[src/rtl/serial_pkg.sv]
// serial_pkg: shared state encoding, line levels and sizing helper for serial_tx (SERIAL_TX_PARITY_EN adds PARITY)
package serial_pkg;
  typedef enum logic [2:0] {
    IDLE   = 3'd0,
    START  = 3'd1,
    DATA   = 3'd2,
`ifdef SERIAL_TX_PARITY_EN
    PARITY = 3'd3,
`endif
    STOP   = 3'd4
  } state_t;
  localparam logic LINE_IDLE = 1'b1;
  localparam logic START_BIT = 1'b0;
  function automatic int idx_w(input int n);
    return n > 1 ? $clog2(n) : 1;
  endfunction
endpackage

[src/rtl/bit_timer.sv]
// bit_timer: counts 0..CLKS_PER_BIT-1 while enabled and pulses tc on the last cycle of each bit
module bit_timer
  import serial_pkg::*;
#(
  parameter int CLKS_PER_BIT = 4
) (
  input  logic clock,
  input  logic clear,
  input  logic en,
  output logic tc
);
  localparam int CW = idx_w(CLKS_PER_BIT);
  logic [CW-1:0] cnt;
  assign tc = en && cnt == CW'(CLKS_PER_BIT - 1);
  // bit-time counter, wraps on terminal count, held at zero while cleared
  always_ff @(posedge clock) begin
    if (clear) cnt <= '0;
    else if (en) cnt <= tc ? '0 : cnt + 1'b1;
  end
endmodule

[src/rtl/serial_tx.sv]
// serial_tx: LSB-first serial transmitter with start/stop framing; SERIAL_TX_PARITY_EN adds an even-parity bit
module serial_tx
  import serial_pkg::*;
#(
  parameter int DATA_W       = 8,
  parameter int CLKS_PER_BIT = 4
) (
  input  logic              clock,
  input  logic              reset,
  input  logic              load,
  input  logic [DATA_W-1:0] data_in,
  output logic              ready,
  output logic              tx,
  output logic              busy,
  output logic              done
);
  localparam int IW = idx_w(DATA_W);
  state_t            state;
  logic [DATA_W-1:0] sh;
  logic [IW-1:0]     idx;
  logic              tc;
`ifdef SERIAL_TX_PARITY_EN
  logic              par;
`endif
  bit_timer #(.CLKS_PER_BIT(CLKS_PER_BIT)) u_timer (
    .clock(clock),
    .clear(reset || state == IDLE),
    .en   (state != IDLE),
    .tc   (tc)
  );
  // frame sequencer; every output is a register so nothing from the inputs reaches the pins combinationally
  always_ff @(posedge clock) begin
    if (reset) begin
      state <= IDLE;
      tx    <= LINE_IDLE;
      ready <= 1'b1;
      busy  <= 1'b0;
      done  <= 1'b0;
      sh    <= '0;
      idx   <= '0;
`ifdef SERIAL_TX_PARITY_EN
      par   <= 1'b0;
`endif
    end else begin
      done <= 1'b0;
      case (state)
        IDLE: if (load) begin
          state <= START;
          tx    <= START_BIT;
          ready <= 1'b0;
          busy  <= 1'b1;
          sh    <= data_in;
          idx   <= '0;
`ifdef SERIAL_TX_PARITY_EN
          par   <= ^data_in;
`endif
        end
        START: if (tc) begin
          state <= DATA;
          tx    <= sh[0];
          sh    <= sh >> 1;
        end
        DATA: if (tc) begin
          if (idx == IW'(DATA_W - 1)) begin
`ifdef SERIAL_TX_PARITY_EN
            state <= PARITY;
            tx    <= par;
`else
            state <= STOP;
            tx    <= LINE_IDLE;
`endif
          end else begin
            idx <= idx + 1'b1;
            tx  <= sh[0];
            sh  <= sh >> 1;
          end
        end
`ifdef SERIAL_TX_PARITY_EN
        PARITY: if (tc) begin
          state <= STOP;
          tx    <= LINE_IDLE;
        end
`endif
        STOP: if (tc) begin
          state <= IDLE;
          ready <= 1'b1;
          busy  <= 1'b0;
          done  <= 1'b1;
        end
        default: state <= IDLE;
      endcase
    end
  end
endmodule

[config.mk]
export PLATFORM = sky130hd
export DESIGN_NAME = serial_tx
export DESIGN_NICKNAME = d
export VERILOG_FILES = /design/src/rtl/serial_pkg.sv /design/src/rtl/bit_timer.sv /design/src/rtl/serial_tx.sv
export SDC_FILE = /design/constraint.sdc
export NUM_CORES = 1
export LEC_CHECK = 0
export ABC_AREA = 1
export CORE_ASPECT_RATIO = 0.75
export CORE_UTILIZATION = 26
export CTS_BUF_LIST = sky130_fd_sc_hd__clkbuf_16
export CTS_CLUSTER_DIAMETER = 40
export DETAILED_ROUTE_END_ITERATION = 8
export GPL_ROUTABILITY_DRIVEN = 0
export SYNTH_ARGS = -nofsm -noshare
export SYNTH_HDL_FRONTEND = slang
export SYNTH_HIERARCHICAL = 1
export SYNTH_SLANG_ARGS = --single-unit
[constraint.sdc]
create_clock -name clock -period 1.7 [get_ports clock]
set_clock_uncertainty 0.15 [all_clocks]
set_input_delay 0.34 -clock clock [delete_from_list [all_inputs] [get_ports clock]]
set_output_delay 0.34 -clock clock [all_outputs]
set_load 0.01 [all_outputs]
* After elaboration in Yosys (flattened, before gate mapping)
Index checks and enable logic that the tools add are counted.
W data, S select, Z words.
** Storage, ports and cells
- Bits in registers :: 20
** Operators by class
- Multiplexer cells :: 27
- Add/sub/neg operators :: 2
- Equality and inequality tests :: 11
- Reductions and logical operators :: 13
- Bitwise logic cells :: 1
** Operators with widths (count)
- $mux W8 :: 4
- $mux W3 :: 8
- $pmux W8 S3 :: 1
- $pmux W3 S4 :: 1
- $reduce_and A5 Y1 :: 2
- $mux W1 :: 8
- $reduce_and A4 Y1 :: 2
- $eq A3 B3 Y1 const B :: 2
- $ne A2 B1 Y1 const B :: 3
- $ne A2 B2 Y1 const B :: 3
- $pmux W3 S2 :: 1
- $reduce_bool A3 Y1 :: 2
- $pmux W1 S2 :: 2
- $reduce_bool A2 Y1 :: 2
- $add A3 B1 Y3 const B :: 1
- $eq A3 B1 Y1 const B :: 1
- $eq A3 B2 Y1 const B :: 1
- $logic_not A3 Y1 :: 1
- $pmux W1 S3 :: 1
- $reduce_and A3 Y1 :: 1
- $add A2 B1 Y2 const B :: 1
- $eq A2 B2 Y1 const B :: 1
- $mux W2 :: 1
- $reduce_or A2 Y1 :: 1
- 3 further kinds :: 3

* Depth between registers and ports, before layout
Gate-level depths: netlist of run 1.
- Depth after elaboration :: 4
- Gate-level depth with buffers :: 14
- Mapped depth without buffers :: 13

* By module
The synthesis of run 1 kept the hierarchy.
** Modules (own cells, without submodules)
- serial_tx :: cells each 155, instances 1, area each 958.4 sq um, sequential area each 360.3 sq um
- bit_timer :: cells each 16, instances 1, area each 107.6 sq um, sequential area each 40.0 sq um

* Worst setup path before layout of run 1
Ideal clock, no wire load.
- Path type :: flip-flop to flip-flop
- Start point :: reg state[2]
- End point :: reg sh[5]
- Library setup time :: 113 ps
- Slack :: -36 ps
- Stages on the path, launching flop included :: 15
- Arrival time :: 1474 ps
- Period minus slack after synthesis :: 1736 ps
- Buffers on the path :: 1
- Path through :: dfxtp_1 nor2_2 inv_2 nor2_1 inv_1 nand2_1 inv_1 inv_1 nand3_1 nand3_2 nor2_4 buf_6 nand2_1 nand2_1 nor2_1
** Between the ends
- Word-level cells in the longest chain between the ends :: 4
** RTL lines
- start, declared :: RTL line serial_tx.sv:18 : state_t state;
- start signal, assigned :: RTL line serial_tx.sv:34 : state <= IDLE;
- start signal, assigned :: RTL line serial_tx.sv:48 : state <= START;
- start signal, assigned :: RTL line serial_tx.sv:59 : state <= DATA;
- $reduce_bool A3 Y1 (*) :: RTL line serial_tx.sv:28 : .en (state != IDLE),
- $logic_and A1 B1 Y1 (*) :: RTL line bit_timer.sv:14 : assign tc = en && cnt == CW'(CLKS_PER_BIT - 1);
- via tc :: RTL line serial_tx.sv:21 : logic tc;
- $ne A2 B1 Y1 (no line)
- $reduce_and A5 Y1 (no line) (*)
- end signal, assigned :: RTL line serial_tx.sv:52 : sh <= data_in;
- end signal, assigned :: RTL line serial_tx.sv:61 : sh <= sh >> 1;
- end signal, assigned :: RTL line serial_tx.sv:75 : sh <= sh >> 1;
- end, declared :: RTL line serial_tx.sv:19 : logic [DATA_W-1:0] sh;
The timed path passes the listed nets; every way through them passes the cells marked *.
A chain may end at the register's enable or synchronous reset.

* Worst setup path after layout of run 1
- Start point :: reg tx
- End point :: out tx
** RTL lines
- start, declared :: RTL line serial_tx.sv:13 : output logic tx,
- start signal, assigned :: RTL line serial_tx.sv:60 : tx <= sh[0];
- start signal, assigned :: RTL line serial_tx.sv:74 : tx <= sh[0];
No word-level cell between the ends.

==> results.json, run 1 <==
{
  "syn_to_final_growth_pct": 45.8,
  "cts_buffers": 3,
  "slew_violations": 0,
  "grt_pass1_vias": 866,
  "p_leak_nw": 0.781,
  "clkTransAtPathRegs_ns": 0.06,
  "synth_warnings": 6,
  "fp.dieH_um": 57.5,
  "io_pins": 15,
  "fmax_mhz": 619,
  "vias": 1016,
  "worst_slew_pin_slew_ns": 0.293,
  "setup_viol_count_final": 0,
  "peakVddDrop_mv": 0.603,
  "cpMaxStageDelayCell": "clkdlybuf4s50_1",
  "drc": 0,
  "layout_commonest_cell": "nand2_1",
  "drtIter0Drc": 44,
  "min_period_ns": 1.62,
  "status": "finished clean",
  "cts_buffer_depth": 2,
  "cts.htree.levels": 1,
  "drive_above_1_share_pct": 19.6,
  "period_share_pct": 95.1,
  "p_per_area_nw_per_um2": 2330,
  "die_area_sq_um": 4360,
  "path_delay_family": "buffers and inverters",
  "overflow": 0,
  "ys_types": 19,
  "cp_max_fo": 2,
  "clock-sinks": 20,
  "ys_ff_latch": 20,
  "seq_area_frac_synth_pct": 37.6,
  "n_antenna_cell": 0,
  "core-area_sq_um": 3780,
  "core.rowCount": 19,
  "detail-route-antenna-nets": 0,
  "slowest_delay_ns": 0.53,
  "syn_nets": 185,
  "worstSetupPathType": "reg2out",
  "final_nets": 214,
  "finalHoldViolCount": 0,
  "cts_tree": "yes",
  "grt_max_degree": 17,
  "viasPerCell": 4.05,
  "max-slew-margin-rel_pct": 80.5,
  "hp-class": "reg2reg",
  "drt_first_pass_iters": 4,
  "place_area_sq_um": 1390,
  "cp-start-kind": "flip-flop",
  "root_buffer": "clkbuf_16",
  "grt_setup_unrepaired": "yes",
  "routed_wirelength_mm": 2.26,
  "drv_cap": 0,
  "cp_data_arrival_time_ns": 1.13,
  "antenna_found_initial": 0,
  "start_util_pct": 28.2,
  "fp.dieW_um": 75.9,
  "syn_inst": 171,
  "syn_area_per_cell_sq_um": 6.23,
  "crit_chain": "clkdlybuf4s50_1",
  "grt_pass1_wl_mm": 3.81,
  "dp.final_hpwl_mm": 1.62,
  "layout_common_cells": "nand2_1, nor2_1, inv_1, dfxtp_1, clkdlybuf4s50_1",
  "avgRoutedWirePerCell_um": 9.01,
  "worstPathRequired_ns": 1.21,
  "port_buffers": 14,
  "holdWs_ns": 0.307,
  "clk_latency_ns": 0.26,
  "design_area_sq_um": 1550,
  "grt.total_usage_pct": 11.1,
  "syn_area_sq_um": 1070,
  "critPathCaptureType": "output port",
  "cp_num_buf_inv": 1
}
[path summary, 6_finish.rpt]
path | startpoint | end | slack [ns] | cells after the start
setup / recovery | tx | tx | 0.08 | 1
setup reg to reg | state[0] | sh[3] | 0.09 | 14
hold reg to reg | busy | busy | 0.31 | 2
hold / removal | busy | busy | 0.31 | 2
[routing by layer]
| metal | vias to the layer above | wire [um] | part of all wire [%] | track usage [%] |
|---|---|---|---|---|
| li1 | 576 | - | - | - |
| met1 | 423 | 1200 | 53 | 14.6 |
| met2 | 15 | 939 | 42 | 16.9 |
| met3 | 2 | 107 | 4.7 | 3.52 |
| met4 | 0 | 14 | 0.62 | 4.95 |
| met5 | - | 0 | 0 | 0 |
[worst reg2reg max path, delay by kind of cell (launching register included)]
kind	cells	cell delay [ns]
AND/OR/NAND/NOR	9	0.68
buffers and inverters	5	0.37
flip-flops	1	0.34
[through the flow]
stage | setup slack (ns) | total power [mW] | TNS, ns | std cells | utilization, %
2_1_floorplan | 0.0115 | 2.20 | 0 | 171 | -
3_3_place_gp | -0.0343 | 2.78 | -0.287 | 246 | 36.7
3_5_place_dp | -0.0610 | 2.80 | -0.456 | 246 | 36.7
4_1_cts | 0.00255 | 3.47 | 0 | 250 | 39.5
5_1_grt | -0.0540 | 4.00 | -0.269 | 251 | 41.1
6_report | 0.0840 | 3.62 | 0 | 251 | 41.1
[report_power, final]
group	switching [mW]	total, mW	internal, mW
clock	0.185	0.652	0.467
combinational	1.20	2.14	0.939
sequential	0.129	0.834	0.705
[cells in the mapped netlist (all sizes together)]
master,count,area (sq um)
inv,21,78.8
a21oi,4,23.8
nand3b,1,11.3
nor2,37,151
o21ai,4,20.0
dfxtp,20,400
nand2,62,235
ha,3,37.5
nand3,15,80.1
buf,4,27.5
[area by class of cell]
class                      instances  area [sq um]
clock buffer                       3          75.1
clock inverter                     1          30.0
fill                             396          2230
inverter                          21          81.3
multi-input combinational        126           627
sequential                        20           405
tap                               52          65.1
timing repair buffer              28           270
[logic make-up after synthesis]
| group | Yosys count | synth area share (%) |
|---|---|---|
| AND/OR/NAND/NOR | 115 | 44.8 |
| AO/OA/AOI/OAI | 8 | 4.11 |
| flip-flops | 20 | 37.6 |
| buffers and inverters | 25 | 9.98 |
| adder cells (fa/ha/maj) | 3 | 3.52 |
[flip-flops by register name, summed over array words and instances, names as in the netlist]
register	flops
tx	1
busy	1
idx	3
done	1
ready	1
sh	8
state	3
u_timer/cnt	2
[timing repair]
| action | 4_1_cts | 5_1_grt |
|---|---|---|
| hold buffers | 0 | 0 |
| setup endpoints to repair | 0 | 14 |
| setup buffers | 0 | 2 |
| gates resized for setup | 0 | 15 |
No activity file was read; power rests on OpenSTA's default activity.
==> run 2, diff against run 1 <==
Settings changed: GPL_TIMING_DRIVEN set to 0.
==> run 2 against run 1 <==
  * Sequential share of layout area grew 0.98 points
  * Design area shrank 2.7%
  * Total power shrank 0.67%
  * Global-route usage grew 0.23 points
  * Highest routed layer unchanged
==> results.json, run 2 (same netlist as run 1, synthesis figures left out) <==
{
  "grt_setup_unrepaired": "yes",
  "status": "finished clean",
  "io_pins": 15,
  "dpl.cell_count": 237,
  "cp-start-kind": "flip-flop",
  "drc": 0,
  "syn_to_final_growth_pct": 41.8,
  "die_area_sq_um": 4360,
  "dp.final_hpwl_mm": 1.63,
  "clkTransAtPathRegs_ns": 0.06,
  "p_int_mw": 1.96,
  "clk_latency_ns": 0.25,
  "switching_share_pct": 45.5,
  "fp.dieH_um": 57.5,
  "grt_pass1_vias": 838,
  "finalHoldViolCount": 0,
  "largest_reg_flops": 8,
  "drt_first_pass_iters": 4,
  "ctsHoldBuffers": 0,
  "viasPerCell": 4.22,
  "final_nets": 213,
  "core-area_sq_um": 3780,
  "combPwrFrac_pct": 61.5,
  "fin_ws_ns": 0.0196,
  "max-slew-margin-rel_pct": 81.7,
  "slew_violations": 0,
  "avgRoutedWirePerCell_um": 10.3,
  "peakVddDrop_mv": 0.713,
  "worstSetupPathType": "reg2reg",
  "place_area_sq_um": 1290,
  "root_buffer": "clkbuf_16",
  "fp.dieW_um": 75.9,
  "cp_data_arrival_time_ns": 1.68,
  "cts_buffers": 3,
  "antenna_found_initial": 0,
  "place_ws_ns": -0.354,
  "r2r-start": "state[2]",
  "max_flop_register": "sh",
  "holdWs_ns": 0.310,
  "clock-sinks": 20,
  "core.rowCount": 19,
  "r2r.worst_path.cells": 13,
  "cts.htree.levels": 1,
  "reg_top3": "sh x8, idx x3, state x3",
  "power.share.sequential_pct": 24.7,
  "drive_above_1_share_pct": 21.2,
  "setup_viol_count_final": 0,
  "holdPathStages": 2,
  "detail-route-antenna-nets": 0,
  "hp-class": "reg2reg",
  "p_per_area_nw_per_um2": 2380,
  "critPathCaptureType": "flip-flop",
  "grt_max_degree": 12,
  "p_clk_share_pct": 13.7,
  "grt_pass1_wl_mm": 3.90,
  "reg2reg_to": "sh[0]",
  "start_util_pct": 28.2,
  "min-delay-start": "busy",
  "n_antenna_cell": 0,
  "routed_wirelength_mm": 2.58,
  "p_leak_nw": 0.755,
  "fmax_mhz": 595,
  "cts_buffer_depth": 2,
  "design_area_sq_um": 1510,
  "setup_tns_ns": 0,
  "port_buffers": 14,
  "overflow": 0,
  "layoutNonFillerInstCount": 250,
  "worstPathRequired_ns": 1.70,
  "holdPathEnd": "busy",
  "min_period_ns": 1.68,
  "worst_slew_pin_slew_ns": 0.274,
  "period_share_pct": 98.8,
  "fin_util_pct": 40.0,
  "reg2reg_setup_slack_ns": 0.02,
  "cts_tree": "yes",
  "drtIter0Drc": 60,
  "vias": 1056,
  "switching_power_mw": 1.64,
  "drv_cap": 0,
  "grt.total_usage_pct": 11.3,
  "layout_commonest_cell": "nand2_1",
  "cp_max_fo": 5,
  "layout_common_cells": "nand2_1, nor2_1, inv_1, dfxtp_1, clkdlybuf4s50_1",
  "power.total_mw": 3.60
}
[run 2: changes by cell type in the layout (fill, tap and decap cells not counted), moves of 2 or more]
cell | before | now
buf_4 | 12 | 9
buf_12 | 2 | 0
nand2_2 | 3 | 5
nor2_1 | 31 | 29
buf_6 | 0 | 2
[run 2: cell type report]
class / count / area, sq um
inverter: 21 / 81.3
timing repair buffer: 23 / 211
buffer: 4 / 31.3
multi-input combinational: 126 / 634
sequential: 20 / 409
clock buffer: 3 / 75.1
fill: 391 / 2270
clock inverter: 1 / 3.75
tap: 52 / 65.1
[run 2: worst max-delay path by stage]
stage	from	end	slack, ns
6_report	state[2]	sh[0]	0.02
5_1_grt	state[2]	sh[0]	-0.07
4_1_cts	state[0]	sh[5]	0.007
3_5_place_dp	reset	u_timer/cnt[1]	-0.35
3_3_place_gp	reset	u_timer/cnt[1]	-0.39
2_1_floorplan	state[0]	sh[5]	0.01
[run 2: metal layers]
| metal | vias to the layer above | track usage [%] | wire length [um] |
|---|---|---|---|
| met1 | 464 | 16.6 | 1340 |
| met2 | 18 | 16.2 | 1120 |
| li1 | 572 | - | - |
| met3 | 2 | 4.00 | 105 |
| met4 | 0 | 1.65 | 14 |
| met5 | - | 0 | 0 |
[run 2: power by group through the flow]
stage / registers, mW / logic (mW) / clock network [mW]
floorplan: 0.859 / 1.34 / 0
global placement: 0.871 / 1.68 / 0
detailed placement: 0.875 / 1.71 / 0
CTS: 0.873 / 1.83 / 0.500
global route: 0.926 / 2.49 / 0.523
finish: 0.890 / 2.21 / 0.494
[run 2: timing repair]
item,in CTS,in global routing
setup endpoints to repair,16,16
buffers inserted,3,5
pin swaps,2,8
gates cloned,0,1
hold endpoints to repair,0,0
gates resized for setup,6,20
[run 2: critical path, cell delays in order (launching register included)]
cell	delay [ns]
dfxtp_4	0.37
nor2_4	0.13
inv_2	0.05
nor2_2	0.10
inv_2	0.05
nand2_2	0.05
inv_2	0.04
inv_4	0.08
nand3_4	0.08
nand3_4	0.12
nor2_4	0.06
buf_4	0.16
nor2_1	0.09
nor2_1	0.05
==> run 3, diff against run 2 <==
Settings changed: CELL_PAD_IN_SITES_DETAIL_PLACEMENT set to 0, CELL_PAD_IN_SITES_GLOBAL_PLACEMENT set to 2, CORE_UTILIZATION 26 to 25, HOLD_SLACK_MARGIN set to 0.1, PLACE_DENSITY_LB_ADDON set to 0.1.
==> run 3 against run 2 <==
  * Hold slack got worse by 0.0067 ns
  * Routed wire length decreased by 1.5%
  * Worst setup slack better by 0.0040 ns
  * Design area increased by 0.66%
  * Critical path depth up 1
  * Sequential power down 2%
  * Non-clock buffer count increased by 1
  * Cell count grew 1.6%
  * Highest routed layer unchanged
==> results.json, run 3 (same netlist as run 1, synthesis figures left out) <==
{
  "status": "finished clean",
  "final_nets": 214,
  "r2r.worst_path.cells": 14,
  "avgRoutedWirePerCell_um": 10.0,
  "fp.dieW_um": 77.4,
  "setup_tns_ns": 0,
  "io_pins": 15,
  "grt_max_degree": 12,
  "cts.htree.levels": 1,
  "reg2reg_setup_slack_ns": 0.02,
  "syn_to_final_growth_pct": 42.7,
  "min_period_ns": 1.68,
  "peakVddDrop_mv": 0.540,
  "cts_tree": "yes",
  "detail-route-antenna-nets": 0,
  "cp_data_arrival_time_ns": 1.68,
  "finalHoldViolCount": 0,
  "fillers": 449,
  "root_buffer": "clkbuf_16",
  "hp-class": "reg2reg",
  "clock-sinks": 20,
  "die_area_sq_um": 4530,
  "core.rowCount": 20,
  "switching_share_pct": 44.8,
  "grt_setup_unrepaired": "yes",
  "antenna_found_initial": 0,
  "design_area_sq_um": 1520,
  "grt.total_usage_pct": 12.1,
  "drtIter0Drc": 32,
  "combPwrFrac_pct": 62.4,
  "p_clk_share_pct": 13.6,
  "drc": 0,
  "clk_latency_ns": 0.25,
  "worstSetupPathType": "reg2reg",
  "grt_pass1_vias": 901,
  "fp.dieH_um": 58.6,
  "multi_input_area_sq_um": 632,
  "power.share.sequential_pct": 24.1,
  "p_leak_nw": 0.765,
  "max_flop_register": "sh",
  "dpl.cell_count": 240,
  "place_ws_ns": -0.416,
  "largest_reg_flops": 8,
  "routed_wirelength_mm": 2.54,
  "setup_viol_count_final": 0,
  "grt_pass1_wl_mm": 4.17,
  "cts_buffers": 3,
  "worst_slew_pin_slew_ns": 0.237,
  "n_antenna_cell": 0,
  "start_util_pct": 26.1,
  "slew_violations": 0,
  "port_buffers": 14,
  "switching_power_mw": 1.62,
  "place_area_sq_um": 1290,
  "vias": 1044,
  "drv_cap": 0,
  "holdWs_ns": 0.303,
  "p_per_area_nw_per_um2": 2380,
  "fin_util_pct": 37.3,
  "dp.final_hpwl_mm": 1.78,
  "viasPerCell": 4.11,
  "cts_buffer_depth": 2,
  "cp-start-kind": "flip-flop",
  "period_share_pct": 98.6,
  "holdPathStages": 2,
  "regArea_sq_um": 409,
  "clkTransAtPathRegs_ns": 0.06,
  "cp_max_fo": 5,
  "critPathCaptureType": "flip-flop",
  "power.total_mw": 3.61,
  "overflow": 0,
  "layoutNonFillerInstCount": 254,
  "fin_ws_ns": 0.0236,
  "drive_above_1_share_pct": 22.6,
  "max-slew-margin-rel_pct": 84.1,
  "reg_top3": "sh x8, idx x3, state x3",
  "core-area_sq_um": 4080,
  "worstPathRequired_ns": 1.70,
  "p_int_mw": 1.99,
  "layout_commonest_cell": "nand2_1",
  "layout_common_cells": "nand2_1, nor2_1, inv_1",
  "fmax_mhz": 597,
  "drt_first_pass_iters": 2
}
run 3: cell count changes in the layout (fill, tap and decap cells not counted):
cell | previous run | this run
clkinv_1 | 1 | 0
buf_2 | 1 | 2
nand3_4 | 3 | 2
nor2_1 | 29 | 31
inv_1 | 17 | 18
clkbuf_4 | 1 | 0
buf_6 | 2 | 3
nand3_2 | 1 | 2
nand2_1 | 57 | 53
nand2_2 | 5 | 9
nor2_2 | 4 | 2
run 3: critical path, stage by stage, from the launching register on:
cell	delay (ns)
dfxtp_4	0.38
nor2_4	0.04
inv_2	0.07
nor2_4	0.03
inv_2	0.08
nand2_2	0.05
inv_2	0.07
inv_4	0.05
nand3_4	0.08
nand3_4	0.10
nor2_4	0.19
buf_6	0.15
nand2_1	0.05
nand2_1	0.05
nor2_1	0.04
run 3: path summary, 6_finish.rpt:
| path | startpoint | to |
|---|---|---|
| worst min register to register | tx | tx |
| worst min-delay path | tx | tx |
| worst max-delay path | state[2] | sh[6] |
| worst max register to register | state[2] | sh[6] |
run 3: timing repair:
| action | 4_1_cts | 5_1_grt |
|---|---|---|
| hold buffers | 0 | 0 |
| pin swaps | 4 | 5 |
| gates cloned | 0 | 1 |
| endpoints found under the setup margin | 17 | 12 |
| resized for setup | 10 | 17 |
| setup buffers | 4 | 5 |
run 3: cell type report:
type | count | area share (%)
buffer | 4 | 1.89
clock buffer | 3 | 4.93
clock inverter | 1 | 0.247
inverter | 21 | 5.35
multi-input combinational | 126 | 41.5
sequential | 20 | 26.9
tap | 55 | 4.52
timing repair buffer | 24 | 14.6
run 3: power groups by stage:
stage	Combinational, mW	Clock (mW)	Sequential [mW]
after global routing	2.54	0.535	0.900
final	2.25	0.491	0.870
after floorplan	1.34	0	0.859
after CTS	1.94	0.504	0.869
after detailed placement	1.74	0	0.875
after global placement	1.72	0	0.864
run 3: per-layer routing:
layer | wire (um) | GRT usage (%) | part of all wire, %
met1 | 1380 | 15.8 | 54
met3 | 80 | 3.88 | 3.1
met4 | 30 | 4.04 | 1.2
met5 | 0 | 0 | 0
met2 | 1050 | 19.0 | 41
